===== src/rtl/gun_position_ctrl.sv =====
`timescale 1ns/1ps
// gun_position_ctrl: joystick-driven light-gun cursor with two independent
// accelerating axes stepped on rising edges of the 4 ms timebase.

// gun_axis: one saturating 6-bit position with an IDLE/SLOW/FAST step FSM.
module gun_axis #(
  parameter int unsigned DIV_SLOW    = 3,
  parameter int unsigned DIV_FAST    = 1,
  parameter int unsigned ACCEL_STEPS = 8,
  parameter int unsigned CENTER      = 32
) (
  input  logic       clk_sys,
  input  logic       reset_n,
  input  logic       tick,
  input  logic       enable,
  input  logic       recenter,
  input  logic       dec,
  input  logic       inc,
  output logic [5:0] pos,
  output logic       change
);

  typedef enum logic [1:0] {IDLE, SLOW, FAST} state_t;

  localparam logic [2:0] SLOW_MAX  = 3'(DIV_SLOW - 1);
  localparam logic [2:0] FAST_MAX  = 3'(DIV_FAST - 1);
  localparam logic [3:0] ACCEL     = 4'(ACCEL_STEPS);
  localparam logic [5:0] CENTER_P  = 6'(CENTER);

  state_t     state, state_n;
  logic [2:0] div, div_n;
  logic [3:0] cnt, cnt_n;
  logic       dir_inc, dir_inc_n;
  logic [5:0] pos_n;
  logic [5:0] stepped;
  logic [3:0] cnt_inc;
  logic       active;

  assign active  = dec ^ inc;
  assign cnt_inc = cnt + 4'd1;
  assign change  = (pos_n != pos);

  // Saturating one-step move in the requested direction (inc wins when active).
  always_comb begin
    stepped = pos;
    if (inc) begin
      if (pos != 6'd63) stepped = pos + 6'd1;
    end else begin
      if (pos != 6'd0) stepped = pos - 6'd1;
    end
  end

  // State, counters and position registers.
  always_ff @(posedge clk_sys or negedge reset_n) begin
    if (!reset_n) begin
      state   <= IDLE;
      div     <= '0;
      cnt     <= '0;
      dir_inc <= 1'b0;
      pos     <= CENTER_P;
    end else begin
      state   <= state_n;
      div     <= div_n;
      cnt     <= cnt_n;
      dir_inc <= dir_inc_n;
      pos     <= pos_n;
    end
  end

  // Next-state: recenter beats disable beats tick handling.
  always_comb begin
    state_n   = state;
    div_n     = div;
    cnt_n     = cnt;
    dir_inc_n = dir_inc;
    pos_n     = pos;
    if (recenter) begin
      state_n = IDLE;
      div_n   = '0;
      cnt_n   = '0;
      pos_n   = CENTER_P;
    end else if (!enable) begin
      state_n = IDLE;
      div_n   = '0;
      cnt_n   = '0;
    end else if (tick) begin
      if (!active) begin
        state_n = IDLE;
        div_n   = '0;
        cnt_n   = '0;
      end else if (state == IDLE || inc != dir_inc) begin
        // Fresh press or reversal: immediate step, restart acceleration.
        pos_n     = stepped;
        dir_inc_n = inc;
        div_n     = '0;
        cnt_n     = 4'd1;
        state_n   = SLOW;
      end else if (state == SLOW) begin
        if (div == SLOW_MAX) begin
          pos_n = stepped;
          div_n = '0;
          cnt_n = cnt_inc;
          if (cnt_inc >= ACCEL) state_n = FAST;
        end else begin
          div_n = div + 3'd1;
        end
      end else begin
        if (div == FAST_MAX) begin
          pos_n = stepped;
          div_n = '0;
        end else begin
          div_n = div + 3'd1;
        end
      end
    end
  end

endmodule

module gun_position_ctrl #(
  parameter int unsigned DIV_SLOW    = 3,
  parameter int unsigned DIV_FAST    = 1,
  parameter int unsigned ACCEL_STEPS = 8,
  parameter int unsigned CENTER      = 32
) (
  input  logic       clk_sys,
  input  logic       reset_n,
  input  logic       tick_4ms,
  input  logic       enable,
  input  logic       recenter,
  input  logic       left,
  input  logic       right,
  input  logic       up,
  input  logic       down,
  output logic [5:0] gun_h,
  output logic [5:0] gun_v,
  output logic       moved
);

  logic tick_prev;
  logic tick;
  logic change_h;
  logic change_v;

  assign tick = tick_4ms & ~tick_prev;

  // Edge sampler resets high so a level already high at release is not a tick.
  always_ff @(posedge clk_sys or negedge reset_n) begin
    if (!reset_n) tick_prev <= 1'b1;
    else          tick_prev <= tick_4ms;
  end

  // moved mirrors a position update in the same edge it lands.
  always_ff @(posedge clk_sys or negedge reset_n) begin
    if (!reset_n) moved <= 1'b0;
    else          moved <= change_h | change_v;
  end

  gun_axis #(
    .DIV_SLOW(DIV_SLOW), .DIV_FAST(DIV_FAST),
    .ACCEL_STEPS(ACCEL_STEPS), .CENTER(CENTER)
  ) u_axis_h (
    .clk_sys(clk_sys), .reset_n(reset_n), .tick(tick), .enable(enable),
    .recenter(recenter), .dec(left), .inc(right), .pos(gun_h), .change(change_h)
  );

  gun_axis #(
    .DIV_SLOW(DIV_SLOW), .DIV_FAST(DIV_FAST),
    .ACCEL_STEPS(ACCEL_STEPS), .CENTER(CENTER)
  ) u_axis_v (
    .clk_sys(clk_sys), .reset_n(reset_n), .tick(tick), .enable(enable),
    .recenter(recenter), .dec(up), .inc(down), .pos(gun_v), .change(change_v)
  );

endmodule


===== config.mk =====
export PLATFORM = sky130hd
export DESIGN_NAME = gun_position_ctrl
export DESIGN_NICKNAME = d
export VERILOG_FILES = /design/src/rtl/gun_position_ctrl.sv
export SDC_FILE = /design/constraint.sdc
export NUM_CORES = 1
export LEC_CHECK = 0
export BUFFER_PORTS_ARGS = -buffer_cell sky130_fd_sc_hd__buf_2
export CAP_MARGIN = 5
export CORE_MARGIN = 3
export CORE_UTILIZATION = 50
export CTS_CLUSTER_DIAMETER = 80
export CTS_CLUSTER_SIZE = 16
export DETAILED_ROUTE_END_ITERATION = 10
export PLACE_DENSITY = 0.75
export SLEW_MARGIN = 15
export SYNTH_ARGS = -nofsm -noshare
export SYNTH_HDL_FRONTEND = slang
export SYNTH_HIERARCHICAL = 1
export SYNTH_SLANG_ARGS = --single-unit

===== constraint.sdc =====
create_clock -name clk_sys -period 5 [get_ports clk_sys]
set_input_delay 0.25 -clock clk_sys [delete_from_list [all_inputs] [get_ports clk_sys]]
set_output_delay 0.25 -clock clk_sys [all_outputs]
set_load 0.01 [all_outputs]

* Word level (Yosys, flattened, before mapping)
Index checks and enable logic that the tools add are counted.
Operators by class: add/subtract/negate cells 8, magnitude comparators 2, eq/ne operators 17, multiplexer cells 68, bitwise operators 6, reductions and logical operators 14
Operators with widths (number):
- $mux 6 | 22
- $mux 4 | 14
- $mux 3 | 16
- $mux 2 | 16
- $ne 5x5->1 const B | 6
- $add 6x1->6 const B | 2
- $ne 6x6->1 | 2
- $ne 6x6->1 const B | 2
- $reduce_bool 6->1 | 2
- $sub 6x1->6 const B | 2
- $reduce_and 5->1 | 2
- $add 4x1->4 const B | 2
- $ge 4x4->1 const B | 2
- $reduce_and 4->1 | 2
- $add 3x1->3 const B | 2
- $eq 3x2->1 const B | 2
- $logic_not 3->1 | 2
- $reduce_and 3->1 | 2
- $eq 2x1->1 const B | 2
- $logic_not 2->1 | 2
- $ne 3x1->1 const B | 1
- $logic_or 1x1->1 | 2
- $ne 1x1->1 | 2
- $not 1->1 | 2
- 3 further kinds | 4
Word-level totals: register bits 34, bits of input ports 9, output and inout port bits 13

* Depth between registers and ports, before layout
word-level depth 12, depth in mapped cells 8, depth with buffers taken out 8

* Modules after synthesis
The synthesis kept the hierarchy.
Modules (own cells, without submodules):
- gun_axis (u_axis_h) | times used 1, cells an instance 141, area each 1266.2 um^2, seq. area each 401.6 um^2
- gun_axis (u_axis_v) | times used 1, cells an instance 134, area each 1203.7 um^2, seq. area each 401.6 um^2
- gun_position_ctrl | times used 1, cells an instance 4, area each 63.8 um^2, seq. area each 51.3 um^2

* Worst setup path after synthesis
Ideal clock, no wire load.
path type flip-flop to flip-flop, from reg u_axis_h.pos[1], to reg moved, library setup time 124 ps, arrival time 1828 ps, required time 4876 ps, path slack 3048 ps, cell stages (with the launch flop) 9, period minus slack after synthesis 1952 ps, path through dfrtp_1 -> inv_1 -> ha_1 -> nor3b_1 -> and3b_2 -> a21oi_1 -> and2_1 -> o32a_2 -> or2_1
Between the ends: cells in the longest elaborated chain, start to end 12, elaborated cells on any way between the ends 17, classes of those cells add/sub: 2; eq/ne: 2; mux: 11; bitwise: 1; reduce/logical: 1
RTL lines:
- from (decl) | line 19 | output logic [5:0] pos,
- from (signal assigned) | line 66 | pos <= pos_n;
- $sub 6x1->6, or another cell as far along | line 49 | if (pos != 6'd0) stepped = pos - 6'd1;
- $mux 6, on equally long branches | line 49, 47
- $mux 6 | line 46 | if (inc) begin
- $mux 6, on equally long branches | line 108, 99
- $mux 6 | line 98 | end else if (state == SLOW) begin
- $mux 6 | line 91 | end else if (state == IDLE || inc != dir_inc) begin
- $mux 6 | line 87 | if (!active) begin
- $mux 6 | line 86 | end else if (tick) begin
- $mux 6 | line 82 | end else if (!enable) begin
- $mux 6 | line 77 | if (recenter) begin
- $ne 6x6->1 (*) | line 41 | assign change = (pos_n != pos);
- net change_h | line 142 | logic change_h;
- $or 1x1->1 (*) | line 156 | else moved <= change_h | change_v;
- to (signal assigned) | line 156
- to (decl) | line 137 | output logic moved
The timed path passes the listed nets; every way through them passes the cells marked *. A chain may end at the register's enable or synchronous reset.

* Final worst setup path
from reg tick_prev, to reg u_axis_h.cnt[2]
Between the ends: cells in the longest elaborated chain, start to end 4
RTL lines:
- from (decl) | line 140 | logic tick_prev;
- from (signal assigned) | line 150 | else tick_prev <= tick_4ms;
- $not 1->1 | line 145 | assign tick = tick_4ms & ~tick_prev;
- $and 1x1->1 | line 145
- net tick | line 141 | logic tick;
- $ne 3x1->1 (no line)
- $reduce_and 3->1 (no line)
- to (signal assigned) | line 64 | cnt <= cnt_n;
- to (decl) | line 32 | logic [3:0] cnt, cnt_n;
The timed path passes the listed nets, and every way through them passes these cells.

==> impl_metrics.csv <==
group,metric,value,unit
status,outcome,"complete, no violations",
grt,use_met1,25.4,%
setup_path,startpoint_type,"flop",
grt,grt.total_usage,18.4,%
clock_network,numCtsBuffers,5,
finish,areaGrowthSynthToFinish,6.86,%
die,rows,25,
drt,vias,2069,
synth,ys_types,69,
grt,antenna_found_initial,0,
clock_network,cts_sinks,34,
setup_path,critical_path_class,"flop to flop",
sta,slew_headroom,31.3,%
clock_network,cts_tree,"yes",
grt,grt_pass1_wl,9.03,mm
synth,synth_seq_cells,34,
grt,grt.busiest_layer,"met2",
sta,fin_skew,5.09,ps
synth,synth_top_flop_cell,"dfrtp_1",
sta,worst_pin_slew,1030,ps
grt,grtUsageMet3,3.99,%
synth,ys_warn_count,6,
finish,fin_nets,317,
placed_design,port_buffers,21,
power,ir_drop,0.000200,V
setup_path,arrival,2330,ps
drt,drc,0,
sta,max_clock_freq,462,MHz
synth,synth.yosys.seq_area_share,33.7,%
sta,slew_viol_final,0,
clock_network,worstSkewPairLatency,290,ps
die,die_h,77.2,um
setup_path,crit_path_max_fanout,11,
clock_network,hold_buffers,0,
drt,ant_nets,0,
sta,hold_violations,0,
clock_network,post_cts_buffers,0,
die,dieArea,0.00596,mm^2
setup_path,rr_endpoint,"u_axis_h/cnt[2]",
setup_path,rr_worst_depth,6,
grt,use_met2,28.8,%
sta,finalCriticalPeriod,2160,ps
placed_design,hpwl,3.68,mm
die,ios,22,
setup_path,r2r_slack,2840,ps
synth,synth_area,0.00253,mm^2
setup_path,timing.rr.start,"tick_prev",
drt,drtPass1Iterations,4,
setup_path,worstPathRequired,5170,ps
drt,avgViaCountPerCell,5.72,
sta,rsz0062_at_grt,"no",
placed_design,dpl_worst_slack,2870,ps
sta,min_period_over_period,43.3,%
drt,wl_per_cell,14.0,um
clock_network,clockBufferDepth,2,
finish,drive_above_1_share,20.3,%
synth,synth-edff-count,0,
finish,layout_commonest_cell,"dfrtp_1",
synth,synth_nets,302,
sta,finalSetupTns,0,ps
drt,first_iter_violations,123,
hold_path,hp-class,"input pin to asynchronous set/reset pin",
sta,setup-violations-final,0,
sta,whs,34.6,ps
synth,synth_cells,279,
grt,grt_max_degree,35,
die,die-width,77.2,um
power,power_density,222,mW/mm^2
die,start_util,52.6,%
clock_network,cts_root_buffer,"clkbuf_8",
sta,fin_ws,2840,ps
grt,grt_pass1_vias,1958,
clock_network,h-tree-depth,2,
synth,synth.avg_cell_area,9.08,um^2
clock_network,clk_pin_slew,70,ps
placed_design,gp_congestion,0.909,
synth,ys_async_sr_fraction,100,%
die,core-area,0.00482,mm^2
power,leakage,1.16,nW
drt,wirelength,5.07,mm
finish,final_cell_mix,"dfrtp_1 (31), nand2_1 (23), buf_2 (21), nor2_1 (21), inv_1 (20)",
finish,diodes,0,
grt,grt.overflow.total,0,
run,max-cap-violations,0,
setup_path,cp-end-kind,"flop",
clock_network,ctsResizeCount,0,
## synth_stat cells, types with 3 or more instances
library cell / number / share of area [%]
buf_6: 6 / 2.7
and3_1: 3 / 0.74
nand2b_1: 5 / 1.2
a21oi_1: 13 / 2.6
xnor2_1: 4 / 1.4
dfstp_2: 3 / 3.1
nor2_1: 21 / 3.1
a31oi_1: 6 / 1.5
dfrtp_1: 31 / 31
o32ai_1: 4 / 1.4
o21ai_0: 15 / 3.0
nor2b_1: 6 / 1.5
a21o_1: 4 / 1.2
inv_1: 20 / 3.0
xor2_1: 4 / 1.4
buf_2: 3 / 0.59
a211oi_1: 3 / 0.89
nand3_1: 18 / 3.6
or3_1: 4 / 0.99
nand2_1: 23 / 3.4
nor3b_1: 4 / 1.2
mux2_2: 4 / 1.8
ha_1: 14 / 6.9
nor3_1: 5 / 0.99
## metrics by stage
| stage | util (%) | power (mW) | cells | area (um^2) |
|---|---|---|---|---|
| after CTS | 56.2 | 0.611 | 362 | 2710 |
| after global routing | 56.2 | 0.636 | 362 | 2710 |
| after global placement | 54.3 | 0.396 | 354 | 2620 |
| final | 56.2 | 0.602 | 362 | 2710 |
| after detailed placement | 54.3 | 0.398 | 354 | 2620 |
| after floorplan | - | 0.375 | 279 | 2530 |
## flip-flops by register name, indices dropped and copies added, names as in the netlist
| register | flops |
|---|---|
| u_axis_v/div | 3 |
| u_axis_h/div | 3 |
| u_axis_v/cnt | 4 |
| u_axis_v/pos | 6 |
| u_axis_v/dir_inc | 1 |
| tick_prev | 1 |
| u_axis_h/state | 2 |
| u_axis_v/state | 2 |
| moved | 1 |
| u_axis_h/cnt | 4 |
| u_axis_h/dir_inc | 1 |
| u_axis_h/pos | 6 |
## per-layer routing
metal / vias up / share of wire, %
met4: 0 / 1.2
met1: 959 / 48
li1: 1037 / -
met3: 6 / 6.0
met5: - / 0
met2: 67 / 45
## how the worst max path moves through the flow
stage,startpoint,end,cells past startpoint
after floorplan,u_axis_h/pos[1],moved,8
after global placement,tick_prev,u_axis_h/cnt[2],6
after detailed placement,tick_prev,u_axis_h/cnt[2],6
after CTS,tick_prev,u_axis_h/state[0],5
after global routing,tick_prev,u_axis_h/state[0],5
final,tick_prev,u_axis_h/cnt[2],6
## kinds of logic after synthesis
| kind of cell | count (synthesis) | share of synthesized area, % |
|---|---|---|
| flops | 34 | 33.7 |
| simple gates | 105 | 22.1 |
| fa+ha+maj | 14 | 6.91 |
| xor+xnor | 10 | 4.05 |
| buf+inv | 33 | 7.16 |
| compound gates | 77 | 23.5 |
| mux | 6 | 2.57 |
## critical path, stage by stage, from the launching register on
cell,delay [ps]
dfstp_2,520
nor2b_1,90
nor3b_1,860
nor2b_1,220
nand2_1,140
xor2_1,160
nor2_1,60
## cell type report
cell class	count	area, um^2
well taps	67	83.8
flip-flops and latches	34	855
multi-input cells	212	1500
clock inverters	1	5.00
clock buffers	7	86.3
repair buffers	21	105
inverters	20	75.1
fillers	468	2110
## where the power goes
group | total [mW] | internal, mW | switching, mW
sequential | 0.298 | 0.286 | 0.0120
combinational | 0.0946 | 0.0397 | 0.0549
clock | 0.209 | 0.111 | 0.0982
Note: power is estimated with default switching activity, not from simulation.
